### config.mk
export PLATFORM = sky130hd
export DESIGN_NAME = mem_bus_arbiter_flat
export DESIGN_NICKNAME = d
export VERILOG_FILES = /design/src/rtl/npc_bus_pkg.sv /design/src/rtl/mem_bus_arbiter_if.sv /design/src/rtl/mem_arb_grant.sv /design/src/rtl/mem_bus_arbiter.sv /design/src/flat_wrapper.sv
export SDC_FILE = /design/constraint.sdc
export NUM_CORES = 1
export LEC_CHECK = 0
export BUFFER_PORTS_ARGS = -buffer_cell sky130_fd_sc_hd__buf_2
export CAP_MARGIN = 20
export CELL_PAD_IN_SITES_DETAIL_PLACEMENT = 1
export CELL_PAD_IN_SITES_GLOBAL_PLACEMENT = 1
export CORE_ASPECT_RATIO = 0.7
export CORE_MARGIN = 2
export CORE_UTILIZATION = 30
export CTS_CLUSTER_SIZE = 10
export DETAILED_ROUTE_END_ITERATION = 10
export PLACE_DENSITY_LB_ADDON = 0.08
export SLEW_MARGIN = 20
export SYNTH_ARGS = -nofsm -noshare
export SYNTH_HDL_FRONTEND = slang
export SYNTH_HIERARCHICAL = 1
export SYNTH_SLANG_ARGS = --single-unit
### constraint.sdc
create_clock -name clk -period 1.65 [get_ports clk]
set_clock_uncertainty 0.05 [all_clocks]
set_input_delay 0.2475 -clock clk [delete_from_list [all_inputs] [get_ports clk]]
set_output_delay 0.2475 -clock clk [all_outputs]
set_load 0.02 [all_outputs]
### src/rtl/npc_bus_pkg.sv
// Shared types and default widths for the core's memory-port arbiter.
package npc_bus_pkg;

  localparam int DEF_DATA_WIDTH     = 32;
  localparam int DEF_MEM_ADDR_WIDTH = 32;
  localparam int DEF_STARVE_LIMIT   = 4;
  localparam int STARVE_CNT_W       = 4;

  typedef enum logic [1:0] {
    IDLE = 2'd0,
    REQ  = 2'd1,
    WAIT = 2'd2
  } arb_state_e;

  typedef enum logic {
    OWN_IF = 1'b0,
    OWN_LS = 1'b1
  } arb_owner_e;

endpackage

### src/rtl/mem_bus_arbiter_if.sv
// Bundle of requester (IF, LS) and memory channels around the arbiter.
// slave: the arbiter itself; master: the core requesters plus the memory model.
interface mem_bus_arbiter_if
  import npc_bus_pkg::*;
#(
  parameter int DATA_WIDTH     = DEF_DATA_WIDTH,
  parameter int MEM_ADDR_WIDTH = DEF_MEM_ADDR_WIDTH
);
  logic                      if_req_valid;
  logic                      if_req_ready;
  logic [MEM_ADDR_WIDTH-1:0] if_req_addr;
  logic                      if_resp_valid;
  logic [DATA_WIDTH-1:0]     if_resp_data;

  logic                      ls_req_valid;
  logic                      ls_req_ready;
  logic [MEM_ADDR_WIDTH-1:0] ls_req_addr;
  logic                      ls_req_wen;
  logic [DATA_WIDTH/8-1:0]   ls_req_wmask;
  logic [DATA_WIDTH-1:0]     ls_req_wdata;
  logic                      ls_resp_valid;
  logic [DATA_WIDTH-1:0]     ls_resp_data;

  logic                      mem_req_valid;
  logic                      mem_req_ready;
  logic [MEM_ADDR_WIDTH-1:0] mem_req_addr;
  logic                      mem_req_wen;
  logic [DATA_WIDTH/8-1:0]   mem_req_wmask;
  logic [DATA_WIDTH-1:0]     mem_req_wdata;
  logic                      mem_resp_valid;
  logic [DATA_WIDTH-1:0]     mem_resp_data;

  logic                      busy;

  modport slave (
    input  if_req_valid, if_req_addr,
    output if_req_ready, if_resp_valid, if_resp_data,
    input  ls_req_valid, ls_req_addr, ls_req_wen, ls_req_wmask, ls_req_wdata,
    output ls_req_ready, ls_resp_valid, ls_resp_data,
    output mem_req_valid, mem_req_addr, mem_req_wen, mem_req_wmask, mem_req_wdata,
    input  mem_req_ready, mem_resp_valid, mem_resp_data,
    output busy
  );

  modport master (
    output if_req_valid, if_req_addr,
    input  if_req_ready, if_resp_valid, if_resp_data,
    output ls_req_valid, ls_req_addr, ls_req_wen, ls_req_wmask, ls_req_wdata,
    input  ls_req_ready, ls_resp_valid, ls_resp_data,
    input  mem_req_valid, mem_req_addr, mem_req_wen, mem_req_wmask, mem_req_wdata,
    output mem_req_ready, mem_resp_valid, mem_resp_data,
    input  busy
  );

endinterface

### src/rtl/mem_arb_grant.sv
// Grant decision between IF and LS with a saturating starvation counter that
// forces IF through after STARVE_LIMIT consecutive LS grants while IF waits.
module mem_arb_grant
  import npc_bus_pkg::*;
#(
  parameter int STARVE_LIMIT = DEF_STARVE_LIMIT
) (
  input  logic       clk,
  input  logic       rst,
  input  logic       idle,
  input  logic       if_valid,
  input  logic       ls_valid,
  output logic       grant,
  output arb_owner_e owner
);

  localparam logic [STARVE_CNT_W-1:0] LIMIT = STARVE_CNT_W'(STARVE_LIMIT);

  logic [STARVE_CNT_W-1:0] starve_cnt;
  logic                    grant_ls;
  logic                    grant_if;

  // No grant is offered while reset is held, so both readies read 0.
  always_comb begin
    grant_ls = rst && idle && ls_valid && ((starve_cnt < LIMIT) || !if_valid);
    grant_if = rst && idle && if_valid && !grant_ls;
  end

  assign grant = grant_ls || grant_if;
  assign owner = grant_ls ? OWN_LS : OWN_IF;

  always_ff @(posedge clk or negedge rst) begin
    if (!rst) begin
      starve_cnt <= '0;
    end else if (grant_if) begin
      starve_cnt <= '0;
    end else if (grant_ls) begin
      if (!if_valid)
        starve_cnt <= '0;
      else if (starve_cnt < LIMIT)
        starve_cnt <= starve_cnt + 1'b1;
    end
  end

endmodule

### src/rtl/mem_bus_arbiter.sv
// Shares the core's single memory port between instruction fetch and the
// load/store unit; one transaction in flight, response routed to its owner.
module mem_bus_arbiter
  import npc_bus_pkg::*;
#(
  parameter int DATA_WIDTH     = DEF_DATA_WIDTH,
  parameter int MEM_ADDR_WIDTH = DEF_MEM_ADDR_WIDTH,
  parameter int STARVE_LIMIT   = DEF_STARVE_LIMIT
) (
  input logic               clk,
  input logic               rst,
  mem_bus_arbiter_if.slave  bus
);

  localparam int MASK_W = DATA_WIDTH / 8;

  arb_state_e                state;
  arb_state_e                state_nxt;
  arb_owner_e                owner_q;
  arb_owner_e                grant_owner;
  logic                      grant;
  logic [MEM_ADDR_WIDTH-1:0] addr_q;
  logic                      wen_q;
  logic [MASK_W-1:0]         wmask_q;
  logic [DATA_WIDTH-1:0]     wdata_q;
  logic                      if_resp_valid_q;
  logic                      ls_resp_valid_q;
  logic [DATA_WIDTH-1:0]     if_resp_data_q;
  logic [DATA_WIDTH-1:0]     ls_resp_data_q;

  mem_arb_grant #(
    .STARVE_LIMIT(STARVE_LIMIT)
  ) u_grant (
    .clk      (clk),
    .rst      (rst),
    .idle     (state == IDLE),
    .if_valid (bus.if_req_valid),
    .ls_valid (bus.ls_req_valid),
    .grant    (grant),
    .owner    (grant_owner)
  );

  always_ff @(posedge clk or negedge rst) begin
    if (!rst) state <= IDLE;
    else      state <= state_nxt;
  end

  always_comb begin
    state_nxt = state;
    unique case (state)
      IDLE:    if (grant)              state_nxt = REQ;
      REQ:     if (bus.mem_req_ready)  state_nxt = WAIT;
      WAIT:    if (bus.mem_resp_valid) state_nxt = IDLE;
      default:                         state_nxt = IDLE;
    endcase
  end

  // Memory sees only registered fields; they are zeroed outside REQ.
  always_comb begin
    bus.if_req_ready  = grant && (grant_owner == OWN_IF);
    bus.ls_req_ready  = grant && (grant_owner == OWN_LS);
    bus.mem_req_valid = (state == REQ);
    bus.mem_req_addr  = (state == REQ) ? addr_q  : '0;
    bus.mem_req_wen   = (state == REQ) ? wen_q   : 1'b0;
    bus.mem_req_wmask = (state == REQ) ? wmask_q : '0;
    bus.mem_req_wdata = (state == REQ) ? wdata_q : '0;
    bus.busy          = (state != IDLE);
    bus.if_resp_valid = if_resp_valid_q;
    bus.if_resp_data  = if_resp_data_q;
    bus.ls_resp_valid = ls_resp_valid_q;
    bus.ls_resp_data  = ls_resp_data_q;
  end

  always_ff @(posedge clk or negedge rst) begin
    if (!rst) begin
      owner_q <= OWN_IF;
      addr_q  <= '0;
      wen_q   <= 1'b0;
      wmask_q <= '0;
      wdata_q <= '0;
    end else if (grant) begin
      owner_q <= grant_owner;
      if (grant_owner == OWN_LS) begin
        addr_q  <= bus.ls_req_addr;
        wen_q   <= bus.ls_req_wen;
        wmask_q <= bus.ls_req_wmask;
        wdata_q <= bus.ls_req_wdata;
      end else begin
        addr_q  <= bus.if_req_addr;
        wen_q   <= 1'b0;
        wmask_q <= '0;
        wdata_q <= '0;
      end
    end
  end

  // Response data is held between pulses; writes return 0 to LS.
  always_ff @(posedge clk or negedge rst) begin
    if (!rst) begin
      if_resp_valid_q <= 1'b0;
      ls_resp_valid_q <= 1'b0;
      if_resp_data_q  <= '0;
      ls_resp_data_q  <= '0;
    end else begin
      if_resp_valid_q <= 1'b0;
      ls_resp_valid_q <= 1'b0;
      if ((state == WAIT) && bus.mem_resp_valid) begin
        if (owner_q == OWN_LS) begin
          ls_resp_valid_q <= 1'b1;
          ls_resp_data_q  <= wen_q ? '0 : bus.mem_resp_data;
        end else begin
          if_resp_valid_q <= 1'b1;
          if_resp_data_q  <= bus.mem_resp_data;
        end
      end
    end
  end

endmodule

### src/flat_wrapper.sv
// flat-port wrapper written by rule: the top's interface ports become plain ports
module mem_bus_arbiter_flat import npc_bus_pkg::*;
#(
  parameter int DATA_WIDTH     = DEF_DATA_WIDTH,
  parameter int MEM_ADDR_WIDTH = DEF_MEM_ADDR_WIDTH,
  parameter int STARVE_LIMIT   = DEF_STARVE_LIMIT
)
  (clk, rst, bus_if_req_valid, bus_if_req_addr, bus_if_req_ready, bus_if_resp_valid, bus_if_resp_data, bus_ls_req_valid, bus_ls_req_addr, bus_ls_req_wen, bus_ls_req_wmask, bus_ls_req_wdata, bus_ls_req_ready, bus_ls_resp_valid, bus_ls_resp_data, bus_mem_req_valid, bus_mem_req_addr, bus_mem_req_wen, bus_mem_req_wmask, bus_mem_req_wdata, bus_mem_req_ready, bus_mem_resp_valid, bus_mem_resp_data, bus_busy);
  mem_bus_arbiter_if #(.DATA_WIDTH(DATA_WIDTH), .MEM_ADDR_WIDTH(MEM_ADDR_WIDTH)) bus_i ();
  input logic clk;
  input logic rst;
  input wire logic [$bits(bus_i.if_req_valid)-1:0] bus_if_req_valid;
  input wire logic [$bits(bus_i.if_req_addr)-1:0] bus_if_req_addr;
  output wire logic [$bits(bus_i.if_req_ready)-1:0] bus_if_req_ready;
  output wire logic [$bits(bus_i.if_resp_valid)-1:0] bus_if_resp_valid;
  output wire logic [$bits(bus_i.if_resp_data)-1:0] bus_if_resp_data;
  input wire logic [$bits(bus_i.ls_req_valid)-1:0] bus_ls_req_valid;
  input wire logic [$bits(bus_i.ls_req_addr)-1:0] bus_ls_req_addr;
  input wire logic [$bits(bus_i.ls_req_wen)-1:0] bus_ls_req_wen;
  input wire logic [$bits(bus_i.ls_req_wmask)-1:0] bus_ls_req_wmask;
  input wire logic [$bits(bus_i.ls_req_wdata)-1:0] bus_ls_req_wdata;
  output wire logic [$bits(bus_i.ls_req_ready)-1:0] bus_ls_req_ready;
  output wire logic [$bits(bus_i.ls_resp_valid)-1:0] bus_ls_resp_valid;
  output wire logic [$bits(bus_i.ls_resp_data)-1:0] bus_ls_resp_data;
  output wire logic [$bits(bus_i.mem_req_valid)-1:0] bus_mem_req_valid;
  output wire logic [$bits(bus_i.mem_req_addr)-1:0] bus_mem_req_addr;
  output wire logic [$bits(bus_i.mem_req_wen)-1:0] bus_mem_req_wen;
  output wire logic [$bits(bus_i.mem_req_wmask)-1:0] bus_mem_req_wmask;
  output wire logic [$bits(bus_i.mem_req_wdata)-1:0] bus_mem_req_wdata;
  input wire logic [$bits(bus_i.mem_req_ready)-1:0] bus_mem_req_ready;
  input wire logic [$bits(bus_i.mem_resp_valid)-1:0] bus_mem_resp_valid;
  input wire logic [$bits(bus_i.mem_resp_data)-1:0] bus_mem_resp_data;
  output wire logic [$bits(bus_i.busy)-1:0] bus_busy;
  assign bus_i.if_req_valid = bus_if_req_valid;
  assign bus_i.if_req_addr = bus_if_req_addr;
  assign bus_if_req_ready = bus_i.if_req_ready;
  assign bus_if_resp_valid = bus_i.if_resp_valid;
  assign bus_if_resp_data = bus_i.if_resp_data;
  assign bus_i.ls_req_valid = bus_ls_req_valid;
  assign bus_i.ls_req_addr = bus_ls_req_addr;
  assign bus_i.ls_req_wen = bus_ls_req_wen;
  assign bus_i.ls_req_wmask = bus_ls_req_wmask;
  assign bus_i.ls_req_wdata = bus_ls_req_wdata;
  assign bus_ls_req_ready = bus_i.ls_req_ready;
  assign bus_ls_resp_valid = bus_i.ls_resp_valid;
  assign bus_ls_resp_data = bus_i.ls_resp_data;
  assign bus_mem_req_valid = bus_i.mem_req_valid;
  assign bus_mem_req_addr = bus_i.mem_req_addr;
  assign bus_mem_req_wen = bus_i.mem_req_wen;
  assign bus_mem_req_wmask = bus_i.mem_req_wmask;
  assign bus_mem_req_wdata = bus_i.mem_req_wdata;
  assign bus_i.mem_req_ready = bus_mem_req_ready;
  assign bus_i.mem_resp_valid = bus_mem_resp_valid;
  assign bus_i.mem_resp_data = bus_mem_resp_data;
  assign bus_busy = bus_i.busy;
  mem_bus_arbiter #(.DATA_WIDTH(DATA_WIDTH), .MEM_ADDR_WIDTH(MEM_ADDR_WIDTH), .STARVE_LIMIT(STARVE_LIMIT)) u_core (.clk(clk), .rst(rst), .bus(bus_i));
endmodule
==> flow_summary.ini, run 1 <==
[global_routing]
grt_pass1_wl_um = 33000
grt_antenna_before_repair = 2
grt_usage = 0.185
grt_pass1_vias = 5855
globalRouteOverflowTotal = 0
grt_start_max_net_pins = 133

[route]
drt-vias-per-instance = 4.67
drt-pass1-iter-count = 4
dr.max_layer_used = met5
vias = 5744
wl_met1_um = 11800
drt_wl_total_um = 24800
antenna_left = 0
met2_length_um = 11300
wl_met3_um = 1340
wire_per_inst_um = 20.1
drt_iter0_markers = 223
drc = 0

[layout]
fillers = 2262
area_delta_synth_final_pct = 72.5
multi_input_area_um2 = 3220
ff_latch_area_um2 = 3550
final_cell_area_um2 = 11400
nets = 1075
drive_above_1_share = 0.631
final_cell_mix = buf_2, dfrtp_1, buf_6
final_common_cell = buf_2

[setup_path]
arrival_ps = 1760
crit_type = reg2out
critPathCaptureType = output pin
required_ps = 1350
r2r_slack_ps = -320
cp-start-kind = register
path_max_fanout = 6

[logic_synthesis]
netlist-cell-type-count = 29
synth_cells = 571
yosysSeqAreaShare = 0.535
avgSynthCellArea_um2 = 11.6
synth-edff-count = 0
ys_seq_elements = 142
yosysWarnings = 6
synth-main-ff-cell = dfrtp_1
async_reset_ff_frac = 1.00
synth.cell_area_um2 = 6640
syn_nets = 711

[floorplan]
coreArea_um2 = 21700
die_area_um2 = 23400
row_count = 45
fp.dieH_um = 128
ios = 278
start_util = 0.306
die_w_um = 182

[sta]
fin_setup_tns_ps = -51270
holdWs_ps = -77.8
finalHoldViolCount = 31
worst_pin_slew_ps = 809
timing.slew.headroom = 0.460
final-max-slew-violation-count = 0
finalCritPeriodShare = 1.25
finalSetupViolations = 205
finalCriticalPeriod_ps = 2050
worst_slack_ps = -405
rsz0062_at_grt = true
fmax_mhz = 487

[clocking]
tritoncts = done
root_buffer = clkbuf_16
clkTransAtPathRegs_ps = 60
clk_path_buf_depth = 2
clock_latency_ps = 410
cts_sinks = 142
cts_buffers = 17
htreeDepth = 4

[power_and_ir_drop]
p_total_uw = 19500
peakVddDrop_uv = 808
power.density_nw_per_um2 = 1700
leakagePower_uw = 0.00548

[place]
portBuffers = 277
placed_area_um2 = 8550
post-dp-hpwl_um = 14200
gp_congestion = 0.815

[run_status]
violations = hold timing, setup timing
outcome = finished with violations

[run]
maxCapViolCount = 0

[min_path]
min_path_type = in2async
-- power by group --
group / internal [µW] / total, µW / switching, µW
Clock: 2350 / 3970 / 1620
Combinational: 5380 / 10000 / 4620
Sequential: 4750 / 5520 / 777
-- synthesized netlist by cell type, types with 3 or more instances --
| library cell | n | share of area |
|---|---|---|
| dfrtp_1 | 142 | 0.54 |
| nor2_1 | 35 | 0.020 |
| mux2_2 | 6 | 0.010 |
| nor2b_1 | 34 | 0.032 |
| nand2_1 | 3 | 0.0017 |
| o21ai_0 | 31 | 0.023 |
| buf_2 | 6 | 0.0045 |
| buf_1 | 4 | 0.0023 |
| a21oi_1 | 33 | 0.025 |
| a22o_1 | 6 | 0.0079 |
| nand3_1 | 32 | 0.024 |
| and2_1 | 70 | 0.066 |
| buf_12 | 3 | 0.0090 |
| mux2_4 | 58 | 0.13 |
| clkbuf_1 | 22 | 0.012 |
| buf_6 | 5 | 0.0085 |
| mux2i_1 | 32 | 0.048 |
| inv_1 | 36 | 0.020 |
-- layout make-up --
cell class | count | share of cell area
diodes | 1 | 0.000219
clock buffers | 20 | 0.0399
clock inverters | 12 | 0.0130
inverters | 36 | 0.0118
multi-input cells | 353 | 0.281
flip-flops and latches | 142 | 0.310
well taps | 282 | 0.0308
repair buffers | 385 | 0.312
-- path summary, 6_finish.rpt --
kind / startpoint / endpoint / depth (start not counted)
worst min-delay path: rst / u_core/addr_q[23] / 2
worst max-delay path: u_core/state[0] / bus_mem_req_addr[17] / 6
worst max register to register: u_core/state[1] / u_core/wdata_q[0] / 12
worst min register to register: u_core/wmask_q[3] / u_core/wmask_q[3] / 1
max in group asynchronous: rst / u_core/state[0] / 3
min in group clk: bus_mem_resp_data[16] / u_core/bus.if_resp_data[16] / 2
-- state kept, by name, summed over array words and instances, names as in the netlist --
name,flops
u_core/addr_q,32
u_core/bus.if_resp_data,32
u_core/bus.if_resp_valid,1
u_core/bus.ls_resp_data,32
u_core/bus.ls_resp_valid,1
u_core/owner_q,1
u_core/state,2
u_core/u_grant/starve_cnt,4
u_core/wdata_q,32
u_core/wen_q,1
u_core/wmask_q,4
-- critical path, cell delays in order (launching register included) --
cell,delay [ps]
dfrtp_2,410
buf_6,110
nor2b_4,210
buf_12,180
clkbuf_16,160
and2_4,150
buf_6,110
-- stage by stage --
step                      hold WS, ps  std cells  setup WS, ps  utilization
after floorplan                 -98.1        571          2.68            -
after global placement            212       1123         -9.71        0.394
after detailed placement          219       1123         -52.2        0.394
after CTS                       0.330       1186          -403        0.469
after global routing            -15.6       1230          -466        0.528
final                           -77.8       1231          -405        0.528
-- timing repair --
item	in CTS	in global routing
pin swaps	11	72
hold buffers	11	0
buffers inserted	11	27
endpoints found under the hold margin	20	0
resized for setup	186	194
cloned	9	22
endpoints found under the setup margin	99	203
-- kinds of logic after synthesis --
group                      after synthesis  share of synthesized area
AOI/OAI and AO/OA                       76                     0.0648
adders and majority gates                1                    0.00188
buffers and inverters                   76                     0.0571
DFF                                    142                      0.535
muxes                                   96                      0.190
and+or+nand+nor                        180                      0.151
-- per-layer routing --
metal  global-route usage  vias to the layer above
li1                     -                     2639
met1                0.253                     2896
met2                0.291                      182
met3               0.0470                       25
met4               0.0550                        2
met5                    0                        -
No activity file was read; power rests on OpenSTA's default activity.
==> run 2, diff against run 1 <==
--- a/config.mk
+++ b/config.mk
@@ -10,7 +10,6 @@
 export CELL_PAD_IN_SITES_DETAIL_PLACEMENT = 1
 export CELL_PAD_IN_SITES_GLOBAL_PLACEMENT = 1
 export CORE_ASPECT_RATIO = 0.7
-export CORE_MARGIN = 2
 export CORE_UTILIZATION = 30
 export CTS_CLUSTER_SIZE = 10
 export DETAILED_ROUTE_END_ITERATION = 10
==> run 2 against run 1 <==
Compared with the run above: the run ends with DRC, setup timing left; core utilization is 4.9 points lower; flip-flop and latch count is the same; global-route usage is 0.22 points higher; cell count fell by 2.0%; combinational power shrank 25%; routed wire length shrank 14%.
==> flow_summary.ini, run 2 (synthesis results as in run 1) <==
[run_status]
outcome = finished with violations
violations = DRC, setup timing

[place]
dpl_worst_slack_ps = -48.0
portBuffers = 277
post-dp-hpwl_um = 13700
gp_congestion = 0.807

[global_routing]
grt_pass1_wl_um = 32800
grt_pass1_vias = 5798
grt_antenna_before_repair = 0
grt_start_max_net_pins = 143
globalRouteOverflowTotal = 0
grt_usage = 0.187

[sta]
timing.slew.headroom = 0.465
worst_pin_slew_ps = 803
finalSetupViolations = 121
final-max-slew-violation-count = 0
fmax_mhz = 505
finalHoldViolCount = 0
finalCritPeriodShare = 1.20
worst_slack_ps = -330
rsz0062_at_grt = true
fin_setup_tns_ps = -26110
finalCriticalPeriod_ps = 1980

[floorplan]
row_count = 45
die_w_um = 180
die_area_um2 = 22700
coreArea_um2 = 21700
ios = 278
fp.dieH_um = 126
start_util = 0.306

[clocking]
clkTransAtPathRegs_ps = 60
cts_sinks = 142
cts_buffers = 17
htreeDepth = 4
root_buffer = clkbuf_16
clk_path_buf_depth = 2
clock_latency_ps = 420
tritoncts = done

[route]
met2_length_um = 9990
dr.max_layer_used = met4
wl_met3_um = 1390
wire_per_inst_um = 17.7
drt_iter0_markers = 250
drt-vias-per-instance = 4.51
drt-pass1-iter-count = 8
drc = 14
vias = 5443
antenna_left = 0
drt_wl_total_um = 21300
wl_met1_um = 9620

[layout]
fin_util = 0.479
nets = 1051
drive_above_1_share = 0.509
final_cell_mix = buf_2, dfrtp_1, and2_1
fillers = 2361
area_delta_synth_final_pct = 56.4
final_common_cell = buf_2
antenna_cells = 0

[setup_path]
worstReg2RegStart = u_core/state[1]
r2r-end = u_core/wdata_q[6]
required_ps = 1350
critPathCaptureType = output pin
path_max_fanout = 32
r2r_cells = 12
arrival_ps = 1680
crit_type = reg2out
cp-start-kind = register
r2r_slack_ps = -230

[power_and_ir_drop]
sequentialPowerShare = 0.317
peakVddDrop_uv = 730
leakagePower_uw = 0.00502
combPwrFrac = 0.435
intPower_uw = 11100
swShare = 0.356
power.density_nw_per_um2 = 1660
switchingPower_uw = 6110
pwr-share-clk = 0.249

[run]
maxCapViolCount = 0

[min_path]
worstHoldStart = bus_ls_req_wdata[3]
min_path_cells = 3
hold-path-endpoint = u_core/wdata_q[3]
min_path_type = in2reg
[run 2: changes by cell type in the layout (fill, tap and decap cells not counted), moves of 10 or more]
cell           previous run  this run
buf_2                   203       213
buf_4                    20        56
and2_1                    8        67
and2_4                   62         3
dlygate4sd3_1            11        38
clkbuf_16                37        24
buf_6                    97        31
o21ai_1                  21        11
[run 2: layer usage]
layer / up-vias / GRT usage
met5: - / 0
met4: 0 / 0.0603
met3: 22 / 0.0603
met2: 172 / 0.303
met1: 2672 / 0.237
li1: 2577 / -
[run 2: worst max-delay path, stage by stage (launching register included)]
cell,delay [ps]
dfrtp_1,390
buf_4,170
nor2b_4,190
buf_12,190
and2_1,160
buf_4,140
[run 2: power by group through the flow]
stage / Sequential (µW) / Combinational (µW) / Clock (µW)
floorplan: 6060 / 3390 / 0
global placement: 5410 / 6230 / 0
detailed placement: 5480 / 6360 / 0
CTS: 5450 / 6970 / 4400
global route: 5620 / 8070 / 4540
finish: 5440 / 7470 / 4270
[run 2: layout make-up]
class                           instances  area, µm²  share of cell area
Clock inverter                         11        188              0.0181
Sequential cell                       142       3550               0.342
Clock buffer                           21        460              0.0443
Multi-Input combinational cell        353       2960               0.285
Tap cell                              282        353              0.0340
Inverter                               36        135              0.0130
Timing Repair Buffer                  361       2730               0.263
[run 2: what timing repair did]
action	in CTS	in global routing
pin swaps	2	8
buffers inserted	6	7
setup endpoints to repair	103	130
hold buffers	37	1
resized for setup	86	94
endpoints found under the hold margin	93	1
gates cloned	3	7
[run 2: how the worst max path moves through the flow]
stage	slack [ps]	endpoint	start
6_report	-330	bus_mem_req_addr[23]	u_core/state[1]
5_1_grt	-430	bus_mem_req_addr[4]	u_core/state[0]
4_1_cts	-370	bus_mem_req_wdata[31]	u_core/state[1]
3_5_place_dp	-50	u_core/addr_q[26]	u_core/state[1]
3_3_place_gp	20	u_core/addr_q[22]	u_core/state[1]
2_1_floorplan	3	u_core/addr_q[17]	u_core/state[1]
[run 2: through the flow]
step | area (µm²) | hold slack (ps) | total power (µW) | cells
2_1_floorplan | 6670 | -98.1 | 9450 | 571
6_report | 10400 | 16.3 | 17200 | 1206
5_1_grt | 10400 | 4.39 | 18200 | 1206
4_1_cts | 9870 | 0.0973 | 16800 | 1193
3_5_place_dp | 8470 | 420 | 11800 | 1115
3_3_place_gp | 8470 | 418 | 11600 | 1115
==> run 3, diff against run 2 <==
--- a/config.mk
+++ b/config.mk
@@ -5,14 +5,14 @@
 export SDC_FILE = /design/constraint.sdc
 export NUM_CORES = 1
 export LEC_CHECK = 0
-export BUFFER_PORTS_ARGS = -buffer_cell sky130_fd_sc_hd__buf_2
 export CAP_MARGIN = 20
 export CELL_PAD_IN_SITES_DETAIL_PLACEMENT = 1
 export CELL_PAD_IN_SITES_GLOBAL_PLACEMENT = 1
 export CORE_ASPECT_RATIO = 0.7
-export CORE_UTILIZATION = 30
+export CORE_UTILIZATION = 43
 export CTS_CLUSTER_SIZE = 10
 export DETAILED_ROUTE_END_ITERATION = 10
+export DONT_BUFFER_PORTS = 1
 export PLACE_DENSITY_LB_ADDON = 0.08
 export SLEW_MARGIN = 20
 export SYNTH_ARGS = -nofsm -noshare
==> run 3 against run 2 <==
Compared with the run above: the flow finishes with violations (hold timing, setup timing); register-to-register slack got worse by 70 ps; combinational power shrank 8.2%; first-iteration DRC count fell by 6.8%; clock power decreased by 10%; global-route usage rose by 5.7 points; worst hold slack worse by 540 ps; count of clock-buffer cells in the layout fell by 4; sequential share of layout area is 1.6 points higher.
==> flow_summary.ini, run 3 (synthesis results as in run 1) <==
[layout]
fin_util = 0.666
multi_input_area_um2 = 3200
drive_above_1_share = 0.386
final_common_cell = dfrtp_1
ff_latch_area_um2 = 3550
final_cell_mix = dfrtp_1, dlygate4sd3_1, and2_4
fillers = 1373
fin_cells = 939
area_delta_synth_final_pct = 49.4
nets = 870

[route]
drt_iter0_markers = 233
drc = 0
drt-pass1-iter-count = 4
vias = 5152
drt_wl_total_um = 24900
antenna_left = 0
wire_per_inst_um = 26.5
drt-vias-per-instance = 5.49

[sta]
finalHoldViolCount = 146
worst_slack_ps = -370
finalSetupViolations = 139
holdWs_ps = -522
final-max-slew-violation-count = 0
finalCriticalPeriod_ps = 2020
fmax_mhz = 495
rsz0062_at_grt = true
timing.slew.headroom = 0.679
finalCritPeriodShare = 1.22
worst_pin_slew_ps = 482

[min_path]
min_path_type = in2async

[setup_path]
cp_common_cell = nor2_2
crit_type = reg2out
path_max_fanout = 4
cp-start-kind = register
critical-path-slowest-cell = dfrtp_1
critPathCaptureType = output pin
cpPeakStageDelay_ps = 430
required_ps = 1350
arrival_ps = 1720
crit_chain = nor2_2 -> buf_4 -> o211a_4 -> clkinvlp_4 -> nor2_2 -> buf_6

[power_and_ir_drop]
power.density_nw_per_um2 = 1730
peakVddDrop_uv = 847
combPwrFrac = 0.400
sequentialPowerShare = 0.377
intPower_uw = 10400
swShare = 0.392
pwr-share-clk = 0.224
leakagePower_uw = 0.00433
switchingPower_uw = 6730

[place]
post-dp-hpwl_um = 11800
dpl_worst_slack_ps = -101
portBuffers = 0
gp_congestion = 0.761
dpl.cell_count = 751

[floorplan]
row_count = 37
start_util = 0.445
coreArea_um2 = 14900
fp.dieH_um = 106
die_w_um = 151
die_area_um2 = 15900
ios = 278

[global_routing]
grt_antenna_before_repair = 1
grt_start_max_net_pins = 145
grt_pass1_vias = 5400
globalRouteOverflowTotal = 0
grt_pass1_wl_um = 29600
grt_usage = 0.244

[clocking]
htreeDepth = 4
cts_sinks = 142
cts_buffers = 17
tritoncts = done
clk_path_buf_depth = 2
clkTransAtPathRegs_ps = 70
root_buffer = clkbuf_16
clock_latency_ps = 410

[run]
maxCapViolCount = 0

[run_status]
outcome = finished with violations
violations = hold timing, setup timing
## run 3: cell count changes in the layout (fill, tap and decap cells not counted), sizes merged, moves of 2 or more
cell         delta
buf           -263
dlygate4sd3    +75
inv             +7
clkbuf          +2
bufinv          -4
## run 3: through the flow
| step | TNS, ps | hold WS (ps) | total power (µW) | cell area [µm²] |
|---|---|---|---|---|
| after floorplan | 0 | -98.1 | 9450 | 6670 |
| after global placement | -100 | -94.0 | 10400 | 6960 |
| after detailed placement | -315 | -93.2 | 10600 | 6960 |
| final | -33430 | -522 | 17200 | 9920 |
| after global routing | -41940 | -542 | 17800 | 9920 |
| after CTS | -19080 | -538 | 15100 | 8820 |
## run 3: critical path, delay by kind of cell, from the launching register on
| family | cells | cell delay, ps |
|---|---|---|
| compound gates | 1 | 190 |
| buf+inv | 3 | 400 |
| flops | 1 | 430 |
| simple gates | 2 | 290 |
## run 3: cell type report
cell class	instances	share of cell area
tap	195	0.0246
multi-input combinational	353	0.322
inverter	36	0.0140
antenna	1	0.000252
sequential	142	0.358
timing repair buffer	180	0.222
clock buffer	17	0.0429
clock inverter	15	0.0154
## run 3: routing by layer
metal / GRT usage / share of wire / up-vias / wire (µm)
li1: - / - / 2219 / -
met1: 0.290 / 0.41 / 2676 / 10100
met2: 0.428 / 0.51 / 228 / 12600
met3: 0.0661 / 0.068 / 29 / 1690
met4: 0.0765 / 0.020 / 0 / 486
met5: 0 / 0 / - / 0
## run 3: worst paths after layout
| kind | from | to | slack [ps] | depth (start not counted) |
|---|---|---|---|---|
| worst max-delay path | u_core/state[0] | bus_if_req_ready | -370 | 6 |
| worst min-delay path | rst | u_core/wdata_q[13] | -520 | 0 |
| worst max register to register | u_core/state[0] | u_core/addr_q[11] | -300 | 8 |
| worst min register to register | u_core/addr_q[26] | u_core/addr_q[26] | 460 | 2 |
| max in group asynchronous | rst | u_core/wdata_q[0] | 1690 | 0 |
| min in group clk | bus_ls_req_addr[26] | u_core/addr_q[26] | -20 | 2 |
## run 3: timing repair
item,4_1_cts,5_1_grt
hold buffers,106,7
cloned,1,20
setup endpoints to repair,81,142
endpoints found under the hold margin,235,147
setup buffers,5,16
gates resized for setup,104,148
pin swaps,34,23
## run 3: power by group through the flow
stage | Clock (µW) | Sequential (µW) | Combinational (µW)
6_report | 3840 | 6470 | 6860
5_1_grt | 4030 | 6600 | 7200
4_1_cts | 3870 | 6360 | 4870
3_5_place_dp | 0 | 6360 | 4250
3_3_place_gp | 0 | 6300 | 4100
2_1_floorplan | 0 | 6060 | 3390
